## src/rtl/mux_nx1_seq.sv

```systemverilog
// N-channel registered multiplexer: manual per-word select, or scan mode that
// captures every channel and serialises them one per cycle with a channel tag.
module mux_nx1_seq #(
   parameter int DATA_WIDTH = 10,
   parameter int N_CH       = 3,
   parameter int SEL_W      = 2
) (
   input  logic                       i_clk,
   input  logic                       i_rst_n,
   input  logic [N_CH*DATA_WIDTH-1:0] i_din,
   input  logic                       i_din_valid,
   output logic                       o_din_ready,
   input  logic                       i_mode,
   input  logic [SEL_W-1:0]           i_sel,
   input  logic                       i_hold,
   output logic [DATA_WIDTH-1:0]      o_mux_out,
   output logic                       o_out_valid,
   output logic [SEL_W-1:0]           o_ch_out,
   output logic                       o_frame_start,
   output logic                       o_sel_err
);

   typedef enum logic [0:0] {
      ST_IDLE = 1'b0,
      ST_SCAN = 1'b1
   } state_t;

   localparam logic [SEL_W-1:0] LAST_CH = SEL_W'(N_CH - 1);

   state_t                r_state, w_state_nxt;
   logic [SEL_W-1:0]      r_cnt, w_cnt_nxt, w_cnt_inc;
   logic [DATA_WIDTH-1:0] r_buf [N_CH];
   logic [DATA_WIDTH-1:0] w_din_ch [N_CH];
   logic [DATA_WIDTH-1:0] r_mux_out, w_mux_out_nxt;
   logic [SEL_W-1:0]      r_ch_out, w_ch_out_nxt;
   logic                  r_out_valid, w_out_valid_nxt;
   logic                  r_frame_start, w_frame_start_nxt;
   logic                  r_sel_err, w_sel_err_nxt;
   logic [DATA_WIDTH-1:0] w_sel_data, w_scan_data;
   logic                  w_sel_ok, w_last, w_accept, w_capture, w_ready;

   assign w_last    = (r_cnt == LAST_CH);
   assign w_cnt_inc = r_cnt + SEL_W'(1);
   assign w_sel_ok  = (i_sel <= LAST_CH);
   assign w_accept  = i_din_valid & w_ready;

   // Unpack channels and pick the manual / next-scan samples without out-of-range indexing.
   always_comb begin
      w_sel_data  = {DATA_WIDTH{1'b0}};
      w_scan_data = {DATA_WIDTH{1'b0}};
      for (int k = 0; k < N_CH; k++) begin
         w_din_ch[k] = i_din[k*DATA_WIDTH +: DATA_WIDTH];
         w_sel_data  = (i_sel == SEL_W'(k)) ? w_din_ch[k] : w_sel_data;
         w_scan_data = (w_cnt_inc == SEL_W'(k)) ? r_buf[k] : w_scan_data;
      end
   end

   // Ready: idle and not stalled, or showing the last channel of a frame.
   always_comb begin
      w_ready = 1'b0;
      if (!i_rst_n || i_hold) begin
         w_ready = 1'b0;
      end else begin
         case (r_state)
            ST_IDLE: w_ready = 1'b1;
            ST_SCAN: w_ready = w_last;
            default: w_ready = 1'b0;
         endcase
      end
   end

   // Next-state and next-output logic; hold leaves every register untouched.
   always_comb begin
      w_state_nxt       = r_state;
      w_cnt_nxt         = r_cnt;
      w_mux_out_nxt     = r_mux_out;
      w_ch_out_nxt      = r_ch_out;
      w_out_valid_nxt   = r_out_valid;
      w_frame_start_nxt = r_frame_start;
      w_sel_err_nxt     = r_sel_err;
      w_capture         = 1'b0;
      if (w_accept) begin
         w_out_valid_nxt   = 1'b1;
         w_cnt_nxt         = {SEL_W{1'b0}};
         w_frame_start_nxt = i_mode;
         w_capture         = i_mode;
         if (i_mode) begin
            w_state_nxt   = ST_SCAN;
            w_mux_out_nxt = w_din_ch[0];
            w_ch_out_nxt  = {SEL_W{1'b0}};
            w_sel_err_nxt = 1'b0;
         end else begin
            w_state_nxt   = ST_IDLE;
            w_mux_out_nxt = w_sel_ok ? w_sel_data : {DATA_WIDTH{1'b0}};
            w_ch_out_nxt  = i_sel;
            w_sel_err_nxt = ~w_sel_ok;
         end
      end else if (!i_hold && (r_state == ST_SCAN) && !w_last) begin
         w_cnt_nxt         = w_cnt_inc;
         w_mux_out_nxt     = w_scan_data;
         w_ch_out_nxt      = w_cnt_inc;
         w_out_valid_nxt   = 1'b1;
         w_frame_start_nxt = 1'b0;
         w_sel_err_nxt     = 1'b0;
      end else if (!i_hold) begin
         w_state_nxt       = ST_IDLE;
         w_out_valid_nxt   = 1'b0;
         w_frame_start_nxt = 1'b0;
         w_sel_err_nxt     = 1'b0;
      end else begin
         w_state_nxt = r_state;
      end
   end

   // State, counter, capture buffer and output registers.
   always_ff @(posedge i_clk) begin
      if (!i_rst_n) begin
         r_state       <= ST_IDLE;
         r_cnt         <= {SEL_W{1'b0}};
         r_mux_out     <= {DATA_WIDTH{1'b0}};
         r_ch_out      <= {SEL_W{1'b0}};
         r_out_valid   <= 1'b0;
         r_frame_start <= 1'b0;
         r_sel_err     <= 1'b0;
         for (int k = 0; k < N_CH; k++) begin
            r_buf[k] <= {DATA_WIDTH{1'b0}};
         end
      end else begin
         r_state       <= w_state_nxt;
         r_cnt         <= w_cnt_nxt;
         r_mux_out     <= w_mux_out_nxt;
         r_ch_out      <= w_ch_out_nxt;
         r_out_valid   <= w_out_valid_nxt;
         r_frame_start <= w_frame_start_nxt;
         r_sel_err     <= w_sel_err_nxt;
         for (int k = 0; k < N_CH; k++) begin
            if (w_capture) begin
               r_buf[k] <= w_din_ch[k];
            end else begin
               r_buf[k] <= r_buf[k];
            end
         end
      end
   end

   // A stalled cycle never presents a valid sample; the frozen sample reappears once hold falls.
   assign o_din_ready   = w_ready;
   assign o_mux_out     = r_mux_out;
   assign o_ch_out      = r_ch_out;
   assign o_out_valid   = r_out_valid & ~i_hold;
   assign o_frame_start = r_frame_start & ~i_hold;
   assign o_sel_err     = r_sel_err & ~i_hold;

endmodule

```

## config.mk

```make
export PLATFORM = sky130hd
export DESIGN_NAME = mux_nx1_seq
export DESIGN_NICKNAME = d
export VERILOG_FILES = /design/src/rtl/mux_nx1_seq.sv
export SDC_FILE = /design/constraint.sdc
export NUM_CORES = 1
export LEC_CHECK = 0
export BUFFER_PORTS_ARGS = -buffer_cell sky130_fd_sc_hd__buf_2
export CAP_MARGIN = 30
export CORE_ASPECT_RATIO = 1.4
export CORE_MARGIN = 1
export CORE_UTILIZATION = 45
export DETAILED_ROUTE_END_ITERATION = 10
export PLACE_DENSITY = 0.75
export RECOVER_POWER = 25
export SYNTH_ARGS = -nofsm -noshare
export SYNTH_HDL_FRONTEND = slang
export SYNTH_SLANG_ARGS = --single-unit
export TNS_END_PERCENT = 10
```

## constraint.sdc

```tcl
create_clock -name i_clk -period 2.8 [get_ports i_clk]
set_clock_uncertainty 0.2 [all_clocks]
set_input_delay 0.14 -clock i_clk [delete_from_list [all_inputs] [get_ports i_clk]]
set_output_delay 0.14 -clock i_clk [all_outputs]
set_load 0.01 [all_outputs]
```

==> results.yml <==
synth:
  synth_area_leaders: "edfxtp_1 (34%), dfxtp_1 (14%), and2_1 (9.5%)"
  synth_edf_count: 30
  synth_top_area_share_pct: 34.2
  yosysSeqAreaShare_pct: 47.9
  ys_seq_elements: 48
  yosysTopAreaCell: "edfxtp_1"
  synth_top_cells_by_count: "and2_1 (40), edfxtp_1 (30), o21ai_0 (23)"
  ys_types: 31
  syn_avg_cell_area_um2: 9.82
  syn-cell-area_um2: 2630
  yosysWarningCount: 0
  yosysMostFrequentCell: "and2_1"
  synthArstFlopShare_pct: 0
  syn_nets: 309
  synth_ff_type: "edfxtp_1"
  synthCells: 268
drt:
  post_drt_via_cell_ratio: 5.39
  wl_per_cell_um: 15.7
  drc_errors: 0
  drt_iter0_drc: 93
  drtAntennaViolNets: 0
  via_count: 2203
  first_pass_iters: 4
  wl_um: 6410
global_route:
  gr-total-overflow: 0
  grt_max_degree: 49
  grtUsageTotal_pct: 23.2
  grt_pass1_vias: 2268
  antenna_found_initial: 0
  grt_pass1_wl_um: 10700
placed_design:
  port_buffers: 52
  dp_hpwl_um: 4020
  placed_area_um2: 2900
  place_ws_ns: 0.413
  gp_routability_congestion: 0.800
clock_tree:
  clk_pin_slew_ns: 0.09
  ctsResizeCount: 0
  clk_latency_ns: 0.31
  cts_made_buffers: 5
  root_buffer: "clkbuf_8"
  post_cts_buffers: 0
  ctsHoldBuffers: 30
  cts_sinks: 48
  cts_buffer_depth: 2
  cts_tree: "yes"
  cts_htree_levels: 2
worst_setup_path:
  worstSetupEndpointType: "register"
  crit_buf_inv: 2
  cpMostUsedCell: "nand2_1"
  rr_endpoint: "r_buf[0][8]$_SDFFCE_PN0P_"
  cp-start-kind: "register"
  cpMaxStageDelayCell: "and3_4"
  cp_top_family: "simple AND/OR/NAND/NOR gates"
  cp.arrival_ns: 2.18
  required_ns: 2.57
  crit-reg2reg-launch: "r_cnt[0]$_SDFFE_PP0P_"
  reg2regPathDepth: 7
  worst-setup-path-type: "reg2reg"
  cpPeakStageDelay_ns: 0.39
  r2r_slack_ns: 0.39
  crit_fanout: 30
  crit_path_cell_trace: "inv_1 -> ha_1 -> nand2b_1 -> and3_4 -> nand2_1 -> nand2_1 -> buf_4"
timing:
  setup_slack_ns: 0.392
  slew_violations: 0
  setup_viol: 0
  worstMarginPinSlew_ns: 0.755
  rsz0062_at_grt: "false"
  relSlewSlack_pct: 49.6
  min_period_ns: 2.41
  clock.fmax_mhz: 415
  final_hold_viol_count: 0
  finalCritPeriodShare_pct: 86.0
  finalSetupTns_ns: 0
cells_and_area:
  syn_to_final_growth_pct: 24.3
  n_antenna_cell: 0
  final_layout_size_suffix_gt1_share_pct: 19.6
  nNetsFinal: 381
  multi_input_area_um2: 1250
  utilization_pct: 58.8
  final_area_um2: 3270
  fillCellCount: 483
  regArea_um2: 1260
flow_run:
  maxCapViolations: 0
die:
  die_y_um: 92.5
  start_util_pct: 47.3
  num_rows: 32
  core_um2: 5570
  ios: 53
  die_x_um: 66.6
  dieArea_um2: 6160
worst_hold_path:
  min-delay-start: "i_hold"
  hold_end: "r_out_valid$_SDFFE_PN0P_"
  whs_path_depth: 3
  hp-class: "in2reg"
power_and_ir_drop:
  leakagePower_nw: 1.23
  power_mw: 1.47
  irDropWorstVdd_uv: 350
  powerDensity_nw_per_um2: 450
outcome:
  status: "complete, no violations"
worst min-delay path: cells and delay by family:
kind,cells,cell delay (ns)
compound gates,1,0.06
buf+inv,1,0.19
simple gates,1,0.10
cells by family (layout without fill, tap and decap cells):
group | Yosys count | in the layout | synth area share [%]
AND/OR/NAND/NOR | 115 | 115 | 25.3
AO/OA/AOI/OAI | 66 | 66 | 16.4
flip-flops | 48 | 48 | 47.9
buffers and inverters | 25 | 98 | 4.71
multiplexers | 10 | 10 | 3.80
adder cells (fa/ha/maj) | 4 | 4 | 1.90
area by class of cell:
| class | count | share of cell area [%] |
|---|---|---|
| sequential | 48 | 38.5 |
| clock buffer | 5 | 2.10 |
| timing repair buffer | 85 | 17.3 |
| clock inverter | 3 | 0.727 |
| tap | 68 | 2.60 |
| inverter | 5 | 0.574 |
| multi-input combinational | 195 | 38.1 |
layout by cell type, fill, tap and decap left out, types with 7 or more instances in the layout:
master         instances
a21oi_1               18
a41oi_2                7
and2_1                35
buf_2                 39
clkbuf_1              13
dfxtp_1               18
dlygate4sd3_1         30
edfxtp_1              30
mux2i_1               10
nand2_1               20
nand2b_1              11
nand3_1               13
nand3_2                8
nor2_1                13
o21ai_0               23
o21ai_1               11
flip-flops by register name, indices dropped and copies added (netlist names):
name and count:
r_buf 30, o_mux_out 10, o_ch_out 2, r_cnt 2, r_frame_start 1, r_out_valid 1
r_sel_err 1, r_state 1
power by group:
group	leakage (nW)	total, mW	internal (mW)	switching [mW]
combinational	0.727	0.241	0.111	0.131
clock	0.0404	0.424	0.177	0.247
sequential	0.459	0.808	0.795	0.0124
metrics by stage:
stage	hold slack, ns	cells
2_1_floorplan	0.117	268
3_3_place_gp	0.236	371
3_5_place_dp	0.242	371
4_1_cts	0.0212	409
5_1_grt	0.0415	409
6_report	0.0263	409
worst max-delay path by stage:
stage,cells after the start,end,start
floorplan,8,r_buf[0][0]$_SDFFCE_PN0P_,r_cnt[0]$_SDFFE_PP0P_
CTS,7,r_buf[1][3]$_SDFFCE_PN0P_,r_cnt[0]$_SDFFE_PP0P_
global route,7,r_buf[0][4]$_SDFFCE_PN0P_,r_cnt[0]$_SDFFE_PP0P_
global placement,7,r_buf[1][6]$_SDFFCE_PN0P_,r_cnt[0]$_SDFFE_PP0P_
detailed placement,7,r_buf[1][6]$_SDFFCE_PN0P_,r_cnt[0]$_SDFFE_PP0P_
finish,7,r_buf[0][8]$_SDFFCE_PN0P_,r_cnt[0]$_SDFFE_PP0P_
metal layers:
| layer | up-vias | routed length (um) | track usage, % |
|---|---|---|---|
| li1 | 1083 | - | - |
| met1 | 1059 | 2460 | 27.5 |
| met2 | 52 | 3620 | 40.7 |
| met3 | 9 | 223 | 3.33 |
| met4 | 0 | 110 | 9.40 |
| met5 | - | 0 | 0 |
No activity file was read; power rests on OpenSTA's default activity.
